==> src/rtl/seven_seg_scanner_pkg.sv <==
// Shared definitions for the multiplexed 7-segment display: segment bit
// positions, anode polarity and the scan sequencer state type.
package seven_seg_scanner_pkg;

    localparam int SEG_A  = 7;
    localparam int SEG_B  = 6;
    localparam int SEG_C  = 5;
    localparam int SEG_D  = 4;
    localparam int SEG_E  = 3;
    localparam int SEG_F  = 2;
    localparam int SEG_G  = 1;
    localparam int SEG_DP = 0;

    // Common-anode display: a high anode line switches the digit off.
    localparam logic AN_OFF = 1'b1;

    typedef enum logic {
        SETTLE = 1'b0,
        ON     = 1'b1
    } state_t;

    // Places a segment pattern given as {a,b,c,d,e,f,g} into SEG bit order.
    function automatic logic [7:0] segs(input logic [6:0] abcdefg);
        logic [7:0] s;
        s         = '0;
        s[SEG_A]  = abcdefg[6];
        s[SEG_B]  = abcdefg[5];
        s[SEG_C]  = abcdefg[4];
        s[SEG_D]  = abcdefg[3];
        s[SEG_E]  = abcdefg[2];
        s[SEG_F]  = abcdefg[1];
        s[SEG_G]  = abcdefg[0];
        return s;
    endfunction

endpackage

==> src/rtl/decoder_7_seg.sv <==
// Registered hex-nibble to 7-segment decoder (active-high segments, dp bit
// always 0); output appears one clock after D.
module decoder_7_seg
    import seven_seg_scanner_pkg::*;
(
    input  logic       CLK,
    input  logic [3:0] D,
    output logic [7:0] SEG
);

    logic [7:0] seg_d;
    logic [7:0] seg_q;

    always_comb begin
        seg_d = '0;
        unique case (D)
            4'h0: seg_d = segs(7'b1111110);
            4'h1: seg_d = segs(7'b0110000);
            4'h2: seg_d = segs(7'b1101101);
            4'h3: seg_d = segs(7'b1111001);
            4'h4: seg_d = segs(7'b0110011);
            4'h5: seg_d = segs(7'b1011011);
            4'h6: seg_d = segs(7'b1011111);
            4'h7: seg_d = segs(7'b1110000);
            4'h8: seg_d = segs(7'b1111111);
            4'h9: seg_d = segs(7'b1111011);
            4'hA: seg_d = segs(7'b1110111);
            4'hB: seg_d = segs(7'b0011111);
            4'hC: seg_d = segs(7'b1001110);
            4'hD: seg_d = segs(7'b0111101);
            4'hE: seg_d = segs(7'b1001111);
            4'hF: seg_d = segs(7'b1000111);
            default: seg_d = '0;
        endcase
    end

    always_ff @(posedge CLK) begin
        seg_q <= seg_d;
    end

    assign SEG = seg_q;

endmodule

==> src/rtl/seven_seg_scanner.sv <==
// Time-multiplexed common-anode 7-segment scanner: per-digit nibble/dp
// register file, blank-then-on slot sequencer and one shared decoder.
module seven_seg_scanner
    import seven_seg_scanner_pkg::*;
#(
    parameter int NUM_DIGITS   = 4,
    parameter int BLANK_CYCLES = 16,
    parameter int ON_CYCLES    = 2500
) (
    input  logic                          CLK,
    input  logic                          RST,
    input  logic                          WE,
    input  logic [$clog2(NUM_DIGITS)-1:0] WADDR,
    input  logic [3:0]                    WDATA,
    input  logic                          WDP,
    input  logic [NUM_DIGITS-1:0]         EN_MASK,
    output logic [NUM_DIGITS-1:0]         AN,
    output logic [7:0]                    SEG,
    output logic                          FRAME
);

    localparam int IDX_W   = $clog2(NUM_DIGITS);
    localparam int MAX_CYC = (BLANK_CYCLES > ON_CYCLES) ? BLANK_CYCLES : ON_CYCLES;
    localparam int CNT_W   = $clog2(MAX_CYC);

    localparam logic [IDX_W-1:0] LAST_IDX   = IDX_W'(NUM_DIGITS - 1);
    localparam logic [CNT_W-1:0] BLANK_LAST = CNT_W'(BLANK_CYCLES - 1);
    localparam logic [CNT_W-1:0] ON_LAST    = CNT_W'(ON_CYCLES - 1);

    state_t                 state_q, state_d;
    logic [IDX_W-1:0]       idx_q, idx_d;
    logic [CNT_W-1:0]       cnt_q, cnt_d;
    logic [NUM_DIGITS-1:0]  an_q, an_d;
    logic                   frame_q, frame_d;

    logic [3:0]             nib_q [NUM_DIGITS];
    logic [3:0]             nib_d [NUM_DIGITS];
    logic                   rdp_q [NUM_DIGITS];
    logic                   rdp_d [NUM_DIGITS];

    logic [3:0]             cur_nib_q, cur_nib_d;
    logic                   cur_dp_q, cur_dp_d;
    logic                   dp_dly_q, dp_dly_d;
    logic [7:0]             dec_seg;

    always_comb begin
        nib_d = nib_q;
        rdp_d = rdp_q;
        if (WE && (int'(WADDR) < NUM_DIGITS)) begin
            nib_d[WADDR] = WDATA;
            rdp_d[WADDR] = WDP;
        end
    end

    always_comb begin
        state_d   = state_q;
        idx_d     = idx_q;
        cnt_d     = cnt_q + 1'b1;
        frame_d   = 1'b0;
        cur_nib_d = cur_nib_q;
        cur_dp_d  = cur_dp_q;
        unique case (state_q)
            SETTLE: begin
                // Snapshot reads the pre-write register value, so a write on
                // this edge only shows on the next visit to the digit.
                if (cnt_q == '0) begin
                    cur_nib_d = nib_q[idx_q];
                    cur_dp_d  = rdp_q[idx_q];
                end
                if (cnt_q == BLANK_LAST) begin
                    state_d = ON;
                    cnt_d   = '0;
                end
            end
            ON: begin
                if (cnt_q == ON_LAST) begin
                    state_d = SETTLE;
                    cnt_d   = '0;
                    idx_d   = (idx_q == LAST_IDX) ? '0 : idx_q + 1'b1;
                    frame_d = (idx_q == LAST_IDX);
                end
            end
            default: begin
                state_d = SETTLE;
                cnt_d   = '0;
            end
        endcase

        // Disabled digits still consume their slot; only the anode stays off.
        an_d = {NUM_DIGITS{AN_OFF}};
        if ((state_d == ON) && EN_MASK[idx_d]) begin
            an_d[idx_d] = ~AN_OFF;
        end
    end

    assign dp_dly_d = cur_dp_q;

    always_ff @(posedge CLK) begin
        if (RST) begin
            state_q <= SETTLE;
            idx_q   <= '0;
            cnt_q   <= '0;
            an_q    <= {NUM_DIGITS{AN_OFF}};
            frame_q <= 1'b0;
            for (int i = 0; i < NUM_DIGITS; i++) begin
                nib_q[i] <= 4'h0;
                rdp_q[i] <= 1'b0;
            end
        end else begin
            state_q <= state_d;
            idx_q   <= idx_d;
            cnt_q   <= cnt_d;
            an_q    <= an_d;
            frame_q <= frame_d;
            nib_q   <= nib_d;
            rdp_q   <= rdp_d;
        end
    end

    always_ff @(posedge CLK) begin
        cur_nib_q <= cur_nib_d;
        cur_dp_q  <= cur_dp_d;
        dp_dly_q  <= dp_dly_d;
    end

    decoder_7_seg u_decoder (
        .CLK (CLK),
        .D   (cur_nib_q),
        .SEG (dec_seg)
    );

    assign SEG   = {dec_seg[7:1], dec_seg[SEG_DP] | dp_dly_q};
    assign AN    = an_q;
    assign FRAME = frame_q;

endmodule
==> config.mk <==
export PLATFORM = sky130hd
export DESIGN_NAME = seven_seg_scanner
export DESIGN_NICKNAME = d
export VERILOG_FILES = /design/src/rtl/seven_seg_scanner_pkg.sv /design/src/rtl/decoder_7_seg.sv /design/src/rtl/seven_seg_scanner.sv
export SDC_FILE = /design/constraint.sdc
export NUM_CORES = 1
export LEC_CHECK = 0
export CAP_MARGIN = 20
export CORE_MARGIN = 2
export CORE_UTILIZATION = 50
export CTS_CLUSTER_DIAMETER = 50
export DETAILED_ROUTE_END_ITERATION = 10
export GPL_ROUTABILITY_DRIVEN = 0
export PLACE_DENSITY = 0.72
export SYNTH_ARGS = -nofsm -noshare
export SYNTH_HDL_FRONTEND = slang
export SYNTH_SLANG_ARGS = --single-unit
==> constraint.sdc <==
create_clock -name CLK -period 2.42 [get_ports CLK]
set_input_delay 0.605 -clock CLK [delete_from_list [all_inputs] [get_ports CLK]]
set_output_delay 0.605 -clock CLK [all_outputs]
set_load 0.01 [all_outputs]
======== Word-level counts from Yosys, hierarchy flattened ========
Memories as Yosys holds them, arrays and structs flattened. A register that Yosys moved wholly into a read port is not among the register bits.
Index checks and enable logic that the tools add are counted.
operators by class
  magnitude comparators ................... 5
  bitwise logic cells ..................... 7
  $add $sub $neg .......................... 2
  reduce and logical (&&, ||, !) cells .... 7
  eq/ne operators ......................... 3
  mux-type cells .......................... 25
operator list
  kind                                                      number
  two-way mux 12 bit                                        2
  case mux 12 bit (2 select lines)                          1
  bitwise mux 16 bit                                        1
  adder 12 x 1 -> 12 bit, second input constant             1
  equality test 12 bit, second input constant               1
  equality test 12 x 4 -> 1 bit, second input constant      1
  logical NOT 12 bit                                        1
  two-way mux 4 bit                                         3
  binary-select mux 4 bit (select 2 bit)                    1
  demux 4 bit (select 2 bit)                                1
  two-way mux 1 bit                                         7
  greater-or-equal comparator 3 bit, second input constant  2
  two-way mux 2 bit                                         3
  inverter 2 -> 3 bit                                       2
  binary-select mux 1 bit (select 2 bit)                    2
  bitwise mux 4 bit                                         1
  demux 1 bit (select 2 bit)                                2
  inverter 4 bit                                            1
  logical AND 1 bit                                         3
  < comparator 2 x 3 -> 1 bit, second input constant        1
  < comparator 3 x 1 -> 1 bit, second input constant        1
  inverter 1 bit                                            3
  OR reduction 3 bit                                        1
  adder 2 x 1 -> 2 bit, second input constant               1
  6 further kinds                                           6
word-level totals
  logic and storage cells ................. 67
  bits in registers ....................... 54
  ROM bits ................................ 112
  memories ................................ 1
memory list
  name              depth  bits a word  read ports  clocked after memory_dff  write ports  RTL line             source
  (name not given)  16     7            1           1                         0            decoder_7_seg.sv:16  unique case (D)

======== Logic depth before layout (Yosys ltp) ========
Gate-level depths: netlist of run 1.
  depth after elaboration ................. 9
  gate-level depth with buffers ........... 7
  gate-level depth less buffers ........... 5

======== Hierarchy ========
Synthesis of run 1 repeated with hierarchy kept, for this count alone.
second synthesis, totals
  cells, all modules ...................... 217
  area total of the unflattened synthesis .. 2,359.8 sq um
by module, submodules not included
  module             area an instance (sq um)  seq. area each (sq um)  cells each  times used
  seven_seg_scanner  1,921.8                   970.9                   175         1
  decoder_7_seg      437.9                     140.1                   42          1

======== Worst setup path before layout of run 1 ========
No wires, ideal clock.
  kind .................................... register to register
  start point ............................. register cnt_q[5]
  end point ............................... register cur_dp_q, enable pin
  setup slack ............................. 0.581 ns
  cell stages (with the launch flop) ...... 4
  buffers on the path ..................... 0
  required time ........................... 2.037 ns
  period minus slack after synthesis ...... 1.839 ns
  setup time .............................. 0.383 ns
  arrival time ............................ 1.456 ns
  cells stage by stage .................... dfxtp_1 > nor4_4 > nand3_1 > nor4b_1
on the way
  word-level cells in the longest chain between the ends .. 2
ends and longest elaborated chain
  what                                  RTL line                  source
  start: declaration                    seven_seg_scanner.sv:32   logic [CNT_W-1:0] cnt_q, cnt_d;
  start signal: assignment              seven_seg_scanner.sv:112  cnt_q <= cnt_d;
  logical NOT 12 bit                    seven_seg_scanner.sv:66   if (cnt_q == '0) begin
  AND reduction 2 bit (no source line)  -
  end signal: assignment                seven_seg_scanner.sv:122  cur_dp_q <= cur_dp_d;
  end: declaration                      seven_seg_scanner.sv:42   logic cur_dp_q, cur_dp_d;
No other way between the ends.
A chain may end at the register's enable or synchronous reset.

======== Worst setup path after layout of run 1 ========
  start point ............................. register cnt_q[0]
  end point ............................... register cnt_q[9]
on the way
  word-level cells in the longest chain between the ends .. 3
ends and longest elaborated chain
  what                                            RTL line                                          source
  adder 12 x 1 -> 12 bit (tied with other cells)  seven_seg_scanner.sv:58                           cnt_d = cnt_q + 1'b1;
  two-way mux 12 bit, on equally long branches    seven_seg_scanner.sv:76, seven_seg_scanner.sv:70
  case mux 12 bit (2 select lines) *              seven_seg_scanner.sv:62                           unique case (state_q)
Every way passes the cells marked *; elsewhere a longest branch is shown, timed or not.

==> results.yml, run 1 <==
timing:
  fin_skew_ns: 0.005913
  setup_viol: 0
  tns_ns: 0
  fin_crit_ns: 1.899
  slew_violations: 0
  relSlewSlack_pct: 66.20
  rsz0062_at_grt: "no"
  hold_violations: 0
  period_share_pct: 78.45
  worstMarginPinSlew_ns: 0.5063
  fmax_mhz: 526.7
yosys:
  syn_nets: 247
  ys.warnings.count: 0
  synth_seq_cells: 53
  postSynthAreaPerCell_sq_um: 10.58
  yosys_most_used_dff: "dfxtp_1"
  async_flop_share_pct: 0
  synth_area_leader_cell: "dfxtp_1"
  synth_area_sq_mm: 0.002359
  synthCells: 223
  synthDistinctLibCells: 41
  yosysTopAreaCellShare_pct: 40.74
  yosysSeqAreaShare_pct: 47.11
  synth-edff-count: 5
  ys_top_cells_by_area: "dfxtp_1 (41%), mux2i_1 (9.3%), edfxtp_1 (6.4%)"
clock_network:
  clockBufferDepth: 2
  clk_latency_ns: 0.31
  numCtsBuffers: 5
  cts.sinks: 53
  clkTransAtPathRegs_ns: 0.09
  postCtsHoldBufs: 0
  root_buffer: "clkbuf_8"
  htreeDepth: 2
  cts_resized: 0
  cts_setup_buffers: 0
  cts_tree: "done"
setup_path:
  arrival_ns: 2.08
  crit_fanout: 14
  rr_worst_depth: 5
  path_buf_inv: 0
  crit_slowest_cell: "nand3b_1"
  cp_slowest_stage_delay_ns: 0.50
  cp-end-kind: "register"
  cp_top_family: "simple AND/OR/NAND/NOR gates"
  r2r-start: "cnt_q[0]"
  critical_path_class: "register to register"
  rrSetupSlack_ns: 0.52
  r2r_end: "cnt_q[9]"
  cp.required_ns: 2.60
  cp_cell_sequence: "ha_1 > and3_1 > nand4_2 > nand3b_1 > nor2_1"
  start_kind: "register"
global_routing:
  use_met3_pct: 6.215
  grt_max_degree: 25
  grt_pass1_wl_um: 6672
  grt_use_total_pct: 16.41
  antenna_found_initial: 0
  grtUsageMet1_pct: 19.70
  grt_pass1_vias: 1486
  top_usage_layer: "met2"
  overflow: 0
  met2_usage_pct: 27.58
pwr:
  power.density_mw_per_mm2: 630.8
  power_mw: 1.730
  p_leak_nw: 1.154
  ir_drop_uv: 466.5
finish:
  layout.nets: 271
  drive_gt1_share_pct: 9.677
  syn_to_final_growth_pct: 16.29
  final_area_sq_mm: 0.002743
  final_common_cell: "dfxtp_1"
  final_core_utilization_pct: 61.71
  finalNonFillerCells: 300
  most-common-layout-cells: "dfxtp_1 (48), nor2_1 (39), clkdlybuf4s50_1 (26)"
  diodes: 0
routing:
  vias: 1602
  routed_wl_um: 3938
  dr.first_iter.drc_count: 60
  avgRoutedWirePerCell_um: 13.13
  viasPerCell: 5.340
  first_pass_iters: 4
  ant_nets: 0
  post-route-drc-count: 0
hold_path:
  whs_endpoint: "dp_dly_q"
  holdCritStartpoint: "cur_dp_q"
  whs_path_depth: 0
  hold_class: "register to register"
placement:
  dpl.hpwl_um: 2760
  placed_cell_area_sq_mm: 0.002641
  dp_cells: 292
  port-buffer-count: 26
die:
  start_util_pct: 53.07
  pin_count: 27
  fp.dieW_um: 72.68
  core_sq_mm: 0.004444
  die_y_um: 72.68
  rows: 24
  die_area_sq_mm: 0.005282
run:
  drv_cap: 0
status:
  status: "finished, final reports clean"
## registers in the layout, indices dropped and copies added, names as in the netlist
name,count
FRAME,1
u_decoder.SEG,7
AN,4
cnt_q,12
idx_q,2
cur_nib_q,4
nib_q,16
dp_dly_q,1
state_q,1
rdp_q,4
cur_dp_q,1
## through the flow
| stage | hold WS [ns] | setup slack (ns) |
|---|---|---|
| final | 0.3502 | 0.5215 |
| after global routing | 0.3618 | 0.3376 |
| after CTS | 0.3506 | 0.5200 |
| after detailed placement | 0.3294 | 0.3970 |
| after global placement | 0.3328 | 0.4339 |
| after floorplan | 0.3233 | 0.5810 |
## layer usage
metal,share of wire (%),wire (um)
met1,47,1847
met2,47,1849
met3,4.4,172
met4,1.7,68
met5,0,0
## kinds of logic after synthesis
group | share of synthesized area, %
muxes | 15.07
adders and majority gates | 5.305
and+or+nand+nor | 19.36
buffers and inverters | 4.190
xor gates and xnor gates | 4.085
DFF | 47.11
AOI/OAI and AO/OA | 4.881
## Yosys cell counts, types with 2 or more instances
| library cell | instances |
|---|---|
| xnor2_1 | 6 |
| nand2_1 | 7 |
| ha_1 | 10 |
| mux2i_1 | 22 |
| nand4_1 | 4 |
| o21ai_0 | 4 |
| nor2b_1 | 2 |
| nand3b_1 | 4 |
| mux4_2 | 6 |
| nor3_1 | 3 |
| edfxtp_1 | 5 |
| o211ai_1 | 3 |
| xor2_1 | 5 |
| a21oi_1 | 2 |
| nor3b_1 | 3 |
| nor2_1 | 39 |
| nand3_1 | 5 |
| buf_4 | 2 |
| and3b_1 | 4 |
| a21oi_2 | 2 |
| dfxtp_1 | 48 |
| clkbuf_1 | 6 |
| inv_1 | 11 |
| and3_1 | 3 |
## report_power, final
| part | internal, mW | switching (mW) | total [mW] |
|---|---|---|---|
| clock network | 0.259 | 0.282 | 0.541 |
| logic | 0.123 | 0.0934 | 0.217 |
| registers | 0.939 | 0.0340 | 0.973 |
## how the worst max path moves through the flow
stage | from | end | slack, ns | cells past startpoint
after global routing | cnt_q[0] | cnt_q[11] | 0.34 | 5
after CTS | cnt_q[0] | cnt_q[9] | 0.52 | 5
after floorplan | cnt_q[5] | cur_dp_q | 0.58 | 3
after global placement | WE | rdp_q[3] | 0.43 | 4
final | cnt_q[0] | cnt_q[9] | 0.52 | 5
after detailed placement | WE | nib_q[14] | 0.40 | 4
## worst reg2reg max path, delay by kind of cell, from the launching register on
family / cells / cell delay (ns)
flops: 1 / 0.41
simple gates: 4 / 1.12
fa+ha+maj: 1 / 0.25
## cell type report
| cell class | instances | area [sq um] |
|---|---|---|
| clock buffers | 7 | 96.34 |
| inverters | 11 | 41.29 |
| flip-flops and latches | 53 | 1111 |
| repair buffers | 28 | 275.3 |
| multi-input cells | 148 | 1149 |
| clock inverters | 1 | 5.005 |
| well taps | 52 | 65.06 |
| fillers | 384 | 1702 |
Power figures use the tool's default switching activity.
==> inputs of run 2 (changes only) <==
clock period = 1.9 ns   (was 2.42 ns; I/O delays follow)
==> results.yml, run 2 (synthesis results as in run 1) <==
status:
  status: "finished, final reports clean"
global_routing:
  grt_pass1_wl_um: 7182
  grt_max_degree: 25
  grt_pass1_vias: 1532
  overflow: 0
  grt_use_total_pct: 17.53
  antenna_found_initial: 0
timing:
  fin_skew_ns: 0.005689
  hold_violations: 0
  setup_viol: 0
  worstMarginPinSlew_ns: 0.4842
  fmax_mhz: 588.8
  fin_crit_ns: 1.698
  rsz0062_at_grt: "no"
  hold_ws_ns: 0.3586
  slew_violations: 0
  relSlewSlack_pct: 67.68
  tns_ns: 0
  period_share_pct: 89.39
finish:
  layout.nets: 279
  syn_to_final_growth_pct: 21.11
  largest-register: "nib_q"
  final_area_sq_mm: 0.002856
  largest_reg_flops: 16
  drive_gt1_share_pct: 12.50
  final_common_cell: "dfxtp_1"
  diodes: 0
  most-common-layout-cells: "dfxtp_1 (48), nor2_1 (39), clkdlybuf4s50_1 (26)"
routing:
  viasPerCell: 5.312
  ant_nets: 0
  first_pass_iters: 4
  dr.first_iter.drc_count: 95
  post-route-drc-count: 0
  vias: 1636
  avgRoutedWirePerCell_um: 13.54
  routed_wl_um: 4169
setup_path:
  arrival_ns: 1.94
  cp-end-kind: "register"
  crit_fanout: 14
  critical_path_class: "register to register"
  rr_worst_depth: 5
  r2r-start: "cnt_q[1]"
  rrSetupSlack_ns: 0.20
  start_kind: "register"
  r2r_end: "idx_q[0]"
  cp.required_ns: 2.15
clock_network:
  clockBufferDepth: 2
  root_buffer: "clkbuf_8"
  cts_resized: 0
  cts_setup_buffers: 0
  numCtsBuffers: 5
  cts_tree: "done"
  clk_latency_ns: 0.30
  clkTransAtPathRegs_ns: 0.09
  postCtsHoldBufs: 0
  cts.sinks: 53
  htreeDepth: 2
die:
  start_util_pct: 53.07
  fp.dieW_um: 72.68
  rows: 24
  die_y_um: 72.68
  pin_count: 27
  die_area_sq_mm: 0.005282
  core_sq_mm: 0.004444
hold_path:
  hold_class: "register to register"
  whs_path_depth: 0
  whs_endpoint: "dp_dly_q"
  holdCritStartpoint: "cur_dp_q"
pwr:
  power.switching_mw: 0.5315
  power_mw: 2.418
  power.density_mw_per_mm2: 846.3
  power_frac_seq_pct: 51.1
  clockPowerShare_pct: 36.8
  swShare_pct: 21.99
  p_leak_nw: 1.203
  p_int_mw: 1.886
  ir_drop_uv: 596.3
  p_comb_share_pct: 12.1
placement:
  dpl.hpwl_um: 2866
  port-buffer-count: 26
  placed_cell_area_sq_mm: 0.002714
run:
  drv_cap: 0
==> run 2: worst max-delay path by stage <==
stage / end / startpoint / depth (start not counted)
after CTS: idx_q[0] / cnt_q[1] / 5
final: idx_q[0] / cnt_q[1] / 5
after global routing: cur_nib_q[2] / cnt_q[4] / 4
after floorplan: cur_dp_q / cnt_q[5] / 3
after detailed placement: nib_q[7] / WADDR[0] / 4
after global placement: nib_q[7] / WADDR[0] / 4
==> run 2: area by class of cell <==
type	count	area (sq um)
clock buffers	5	68.82
flip-flops and latches	53	1111
well taps	52	65.06
clock inverters	3	65.06
multi-input cells	148	1157
repair buffers	36	347.8
inverters	11	41.29
fillers	368	1588
==> run 2: worst max-delay path: stages (launching register included) <==
cell	delay, ns
dfxtp_1	0.40
ha_1	0.24
and3_1	0.25
nand4_4	0.22
or3_1	0.39
a21oi_2	0.14
==> run 2: power groups by stage <==
stage,clock network [mW],logic (mW),registers (mW)
6_report,0.891,0.291,1.24
3_5_place_dp,0,0.291,1.26
4_1_cts,0.911,0.293,1.24
3_3_place_gp,0,0.287,1.26
2_1_floorplan,0,0.152,1.26
5_1_grt,0.955,0.324,1.25
==> run 2: routing by layer <==
layer	GRT usage, %	wire, um	vias up
li1	-	-	832
met1	23.56	1942	771
met2	27.37	2063	29
met3	3.453	121	4
met4	8.025	41	0
met5	0	0	-
==> run 2: stage by stage <==
| step | setup WS (ns) | utilization [%] | std cells |
|---|---|---|---|
| after CTS | 0.1297 | 64.08 | 308 |
| after global routing | 0.01996 | 64.27 | 308 |
| final | 0.2016 | 64.27 | 308 |
| after global placement | 0.1737 | 61.06 | 300 |
| after detailed placement | 0.1284 | 61.06 | 300 |
| after floorplan | 0.06101 | - | 223 |
==> inputs of run 3 (changes only) <==
ABC_AREA = 1   (was unset)
CORE_MARGIN = unset   (was 2)
==> results.yml, run 3 <==
clock_network:
  cts_resized: 0
  clk_latency_ns: 0.30
  cts_tree: "done"
  root_buffer: "clkbuf_8"
  cts_setup_buffers: 0
  htreeDepth: 2
  clockBufferDepth: 2
  cts.sinks: 53
  numCtsBuffers: 5
  clkTransAtPathRegs_ns: 0.09
  postCtsHoldBufs: 0
global_routing:
  use_met3_pct: 2.954
  grt_pass1_vias: 1824
  grt_use_total_pct: 20.13
  antenna_found_initial: 0
  top_usage_layer: "met2"
  grt_max_degree: 21
  grtUsageMet1_pct: 24.58
  grt_pass1_wl_um: 8024
  met2_usage_pct: 35.56
  overflow: 0
finish:
  largest_reg_flops: 16
  largest-register: "nib_q"
  drive_gt1_share_pct: 11.85
  layout.nets: 352
  most-common-layout-cells: "nand2_1 (60), dfxtp_1 (48), nor2_1 (34)"
  syn_to_final_growth_pct: 18.80
  final_common_cell: "nand2_1"
  diodes: 0
placement:
  dpl.hpwl_um: 3553
  port-buffer-count: 26
  dp_worst_setup_slack_ns: 0.04416
setup_path:
  r2r-start: "cnt_q[0]"
  cp-end-kind: "register"
  crit_fanout: 6
  rrSetupSlack_ns: 0.22
  start_kind: "register"
  arrival_ns: 1.86
  startpoint: "cnt_q[0]"
  cp_top_family: "simple AND/OR/NAND/NOR gates"
  crit_slowest_cell: "dfxtp_1"
  path_buf_inv: 0
  cp.required_ns: 2.08
  cp_slowest_stage_delay_ns: 0.36
  cp_common_cell: "nand2_1"
  critical_path_class: "register to register"
  cp_cell_sequence: "ha_1 > nand2_1 > nor2_4 > nand4_2 > nand2_4 > nand2_1 > nand2_1 > nand2_1 > nand2_2 > nand3_1"
yosys:
  synth_area_sq_mm: 0.002416
  ys.warnings.count: 0
  synth_area_leader_cell: "dfxtp_1"
  postSynthAreaPerCell_sq_um: 8.162
  synth.area.mux_share_pct: 0
  synth_compound_area_share_pct: 11.50
  synthSimpleGateAreaFrac_pct: 28.59
  synth_seq_cells: 53
  syn_nets: 320
  async_flop_share_pct: 0
  synth-xor-area-share_pct: 3.263
  synth-edff-count: 5
  synthCells: 296
  synthDistinctLibCells: 36
  netlist_top_cells_count: "nand2_1 (60), dfxtp_1 (48), nor2_1 (34), a21oi_1 (23), inv_1 (22)"
  yosysTopAreaCellShare_pct: 39.77
  synth-adder-area-share_pct: 5.179
  yosys_most_used_dff: "dfxtp_1"
  synth_top_family_by_area: "simple AND/OR/NAND/NOR gates"
  synth.most_common_cell: "nand2_1"
  ys_top_cells_by_area: "dfxtp_1 (40%), nand2_1 (9.3%), edfxtp_1 (6.2%)"
  yosysSeqAreaShare_pct: 45.99
timing:
  fin_crit_ns: 1.677
  relSlewSlack_pct: 69.38
  rsz0062_at_grt: "no"
  tns_ns: 0
  fin_skew_ns: 0.009064
  layout_setup_ws_ns: 0.2233
  period_share_pct: 88.25
  slew_violations: 0
  fmax_mhz: 596.4
  hold_violations: 0
  worstMarginPinSlew_ns: 0.4577
  setup_viol: 0
routing:
  first_pass_iters: 4
  dr.first_iter.drc_count: 122
  post-route-drc-count: 0
  avgRoutedWirePerCell_um: 12.44
  routed_wl_um: 4741
  vias: 1979
  viasPerCell: 5.194
  ant_nets: 0
pwr:
  p_leak_nw: 1.128
  ir_drop_uv: 402.7
  power.density_mw_per_mm2: 792.7
  swShare_pct: 23.77
  clockPowerShare_pct: 32.8
  power.switching_mw: 0.5409
  p_int_mw: 1.734
  p_comb_share_pct: 13.0
  power_frac_seq_pct: 54.2
die:
  start_util_pct: 53.64
  core_sq_mm: 0.004504
  die_area_sq_mm: 0.005114
  fp.dieW_um: 71.52
  rows: 24
  die_y_um: 71.52
  pin_count: 27
status:
  status: "finished, final reports clean"
hold_path:
  holdCritStartpoint: "cur_dp_q"
  hold_class: "register to register"
run:
  drv_cap: 0
[run 3: cell types whose count changed after synthesis, sizes merged, moves of 6 or more]
cell and change:
mux2i -22, nand2 +62, mux4 -6, nand3 +10, inv +13, o22ai +6
o21ai +11, a21oi +20
[run 3: power groups by stage]
stage / Combinational [mW] / Sequential (mW) / Clock, mW
final: 0.296 / 1.23 / 0.746
after global routing: 0.329 / 1.24 / 0.795
after CTS: 0.297 / 1.23 / 0.763
after detailed placement: 0.295 / 1.26 / 0
after global placement: 0.290 / 1.26 / 0
after floorplan: 0.143 / 1.27 / 0
[run 3: kinds of logic after synthesis]
family,after synthesis
buffers and inverters,34
DFF,53
xor gates and xnor gates,9
adders and majority gates,10
AOI/OAI and AO/OA,49
and+or+nand+nor,141
[run 3: path summary, 6_finish.rpt]
path,to,cells past startpoint
hold / removal,dp_dly_q,0
hold reg to reg,dp_dly_q,0
setup reg to reg,AN[0],10
setup / recovery,AN[0],10
[run 3: per-stage QoR]
step | power (mW) | hold WS, ns | cell area (sq um) | instances | util (%)
floorplan | 1.413 | 0.3233 | 2416 | 296 | -
detailed placement | 1.554 | 0.3377 | 2763 | 373 | 61.33
finish | 2.275 | 0.3655 | 2870 | 381 | 63.72
CTS | 2.293 | 0.3702 | 2870 | 381 | 63.72
global route | 2.366 | 0.3901 | 2870 | 381 | 63.72
global placement | 1.548 | 0.3258 | 2763 | 373 | 61.33
[run 3: area by class of cell]
cell class / count / area (sq um)
Timing Repair Buffer: 34 / 320.3
Multi-Input combinational cell: 209 / 1172
Sequential cell: 53 / 1111
Clock inverter: 2 / 35.03
Inverter: 25 / 93.84
Fill cell: 402 / 1634
Tap cell: 52 / 65.06
Clock buffer: 6 / 72.57
[run 3: metal layers]
layer / share of wire, % / vias up
li1: - / 1035
met1: 45 / 896
met2: 50 / 39
met3: 3.0 / 9
met4: 1.8 / 0
met5: 0 / -
[run 3: worst register-to-register path, delay by kind of cell (launching register included)]
kind,cells,cell delay (ns)
AND/OR/NAND/NOR,9,0.96
adder cells (fa/ha/maj),1,0.24
flip-flops,1,0.36
==> RTL change (settings of run 2) <==
The parameter `BLANK_CYCLES` goes from 16 to 32.
--- a/src/rtl/seven_seg_scanner.sv
+++ b/src/rtl/seven_seg_scanner.sv
@@ -6,3 +6,3 @@
     parameter int NUM_DIGITS   = 4,
-    parameter int BLANK_CYCLES = 16,
+    parameter int BLANK_CYCLES = 32,
     parameter int ON_CYCLES    = 2500
Formal check against the unedited RTL: same outputs for any inputs over 10 cycles, from zero or initial values and one cycle with RST high; that may be too few to reach the edited logic, so the function may still have changed.
==> RTL change against run 2 <==
Clock skew grew 0.0023 ns. Largest cell class unchanged. Setup slack lost 0.21 ns. The run now ends with negative setup slack left. Core utilization is essentially flat. Total power shrank 7.3%. Synthesized area shrank 1.2%. Combinational power shrank 3%. Sequential cell count is the same. Fmax shrank 11%. Routed wire length grew 1.0%. Design area shrank 0.66%. Critical path depth is the same.
==> RTL change: results (changes against run 2) <==
\begin{tabular}{lr}
\hline
Metric & Value \\
\hline
\multicolumn{2}{l}{\textbf{Logic synthesis}} \\
\quad Sequential share of the synthesized area & 47.7\% (+0.58 points) \\
\quad Multiplexer fraction of the synthesized cell area & 16.1\% (+1.0 points) \\
\quad Post-synthesis xor/xnor area fraction & 3.76\% (-0.33 points) \\
\quad Post-Synth Adder-Cell Area & 5.37\% (+0.066 points) \\
\quad Most area-consuming cells after synthesis & dfxtp\_1 (41\%), mux2i\_1 (10\%), edfxtp\_1 (6.4\%) \\
\quad Net count after synthesis & 248 (+0.40\%) \\
\quad Number of instances in the synthesized netlist & 224 (+0.45\%) \\
\quad Synthesized-area fraction occupied by ao, oa, aoi and oai cells & 3.65\% (-1.2 points) \\
\quad Ranking of synthesized cells by instance count & dfxtp\_1 (48), nor2\_1 (39), mux2i\_1 (24) \\
\quad Library cells used by synthesis & 36 (-12\%) \\
\multicolumn{2}{l}{\textbf{Timing}} \\
\quad Setup slack after layout & -0.0126 ns (-0.214 ns) \\
\quad Relative slew margins & 73.3\% (+5.6 points) \\
\quad Setup-failing EPs final & 1 (+1) \\
\multicolumn{2}{l}{\textbf{Pwr}} \\
\quad Largest voltage drop on the vdd net & 0.468 mV (-22\%) \\
\multicolumn{2}{l}{\textbf{Finish}} \\
\quad Proportion of layout cells with a drive suffix above 1 & 12.9\% (+0.38 points) \\
\quad Count of nets after finishing & 287 (+2.9\%) \\
\multicolumn{2}{l}{\textbf{Routing}} \\
\quad Count of vias placed by the detailed router & 1,672 (+2.2\%) \\
\quad Via-to-Cell Ratio & 5.29 (-0.39\%) \\
\quad Routed length per placed instance & 13.3 microns (-1.5\%) \\
\quad Iteration-0 DRC count of the detailed router & 89 (-6.3\%) \\
\multicolumn{2}{l}{\textbf{Place}} \\
\quad Placed Cells & 308 (+2.7\%) \\
\quad Half-perimeter wire length after placement & 3080 microns (+7.6\%) \\
\quad Placement Setup Slack & 0.00941 ns (-0.119 ns) \\
\multicolumn{2}{l}{\textbf{Status}} \\
\quad Failing checks & negative setup slack \\
\quad Outcome & complete, but fails checks \\
\multicolumn{2}{l}{\textbf{Critical path}} \\
\quad Worst-path fanout max & 4 (-10) \\
\quad Worst setup path startpoint & cnt\_q[4] \\
\quad Data arrival time at the worst-slack endpoint & 2.09 ns (+0.15 ns) \\
\quad Timing endpoint of the critical path & AN[2] \\
\multicolumn{2}{l}{\textbf{Global routing}} \\
\quad Wire length of the first global-routing pass & 7250 microns (+0.88\%) \\
\quad GRT Resource Usage Total & 18.1\% (+0.53 points) \\
\hline
\end{tabular}
==> RTL change: cell type report <==
class | instances | area share (%)
flip-flops and latches | 53 | 39.2
well taps | 52 | 2.29
clock buffers | 6 | 2.56
clock inverters | 2 | 1.19
multi-input cells | 150 | 40.0
inverters | 12 | 1.59
repair buffers | 41 | 13.1
==> RTL change: worst min-delay path by stage <==
stage             start  endpoint  slack [ns]
2_1_floorplan  cur_dp_q  dp_dly_q        0.32
3_3_place_gp   cur_dp_q  dp_dly_q        0.34
3_5_place_dp   cur_dp_q  dp_dly_q        0.34
4_1_cts        cur_dp_q  dp_dly_q        0.36
5_1_grt        cur_dp_q  dp_dly_q        0.36
6_report       cur_dp_q  dp_dly_q        0.36
==> RTL change: cells by family (layout without fill, tap and decap cells) <==
| family | count (synthesis) | after routing |
|---|---|---|
| multiplexers | 30 | 30 |
| adder cells (fa/ha/maj) | 10 | 10 |
| XOR/XNOR | 10 | 10 |
| flip-flops | 53 | 53 |
| AO/OA/AOI/OAI | 15 | 15 |
| buffers and inverters | 21 | 61 |
| AND/OR/NAND/NOR | 85 | 85 |
==> RTL change: through the flow <==
| step | TNS (ns) | cell area (sq um) | hold slack, ns |
|---|---|---|---|
| 2_1_floorplan | 0 | 2330 | 0.323 |
| 3_3_place_gp | 0 | 2720 | 0.343 |
| 3_5_place_dp | 0 | 2720 | 0.341 |
| 4_1_cts | 0 | 2830 | 0.363 |
| 5_1_grt | -0.143 | 2840 | 0.365 |
| 6_report | -0.0126 | 2840 | 0.360 |
==> RTL change: worst max-delay path: stages (launching register included) <==
cell and delay (ns):
dfxtp_2 0.33, or4_4 0.57, nor4_4 0.36, buf_4 0.19, mux2i_2 0.24, nand4_1 0.11
==> RTL change: per-layer routing <==
metal | vias up | GRT usage (%) | share of wire, %
met5 | - | 0 | 0
met2 | 26 | 28.7 | 49
li1 | 853 | - | -
met4 | 0 | 5.66 | 0.64
met1 | 791 | 24.3 | 47
met3 | 2 | 4.58 | 3.0
==> RTL change: power breakdown <==
group / internal, mW / switching [mW] / leakage, nW
clock: 0.389 / 0.335 / 0.0528
sequential: 1.20 / 0.0391 / 0.443
combinational: 0.157 / 0.126 / 0.689
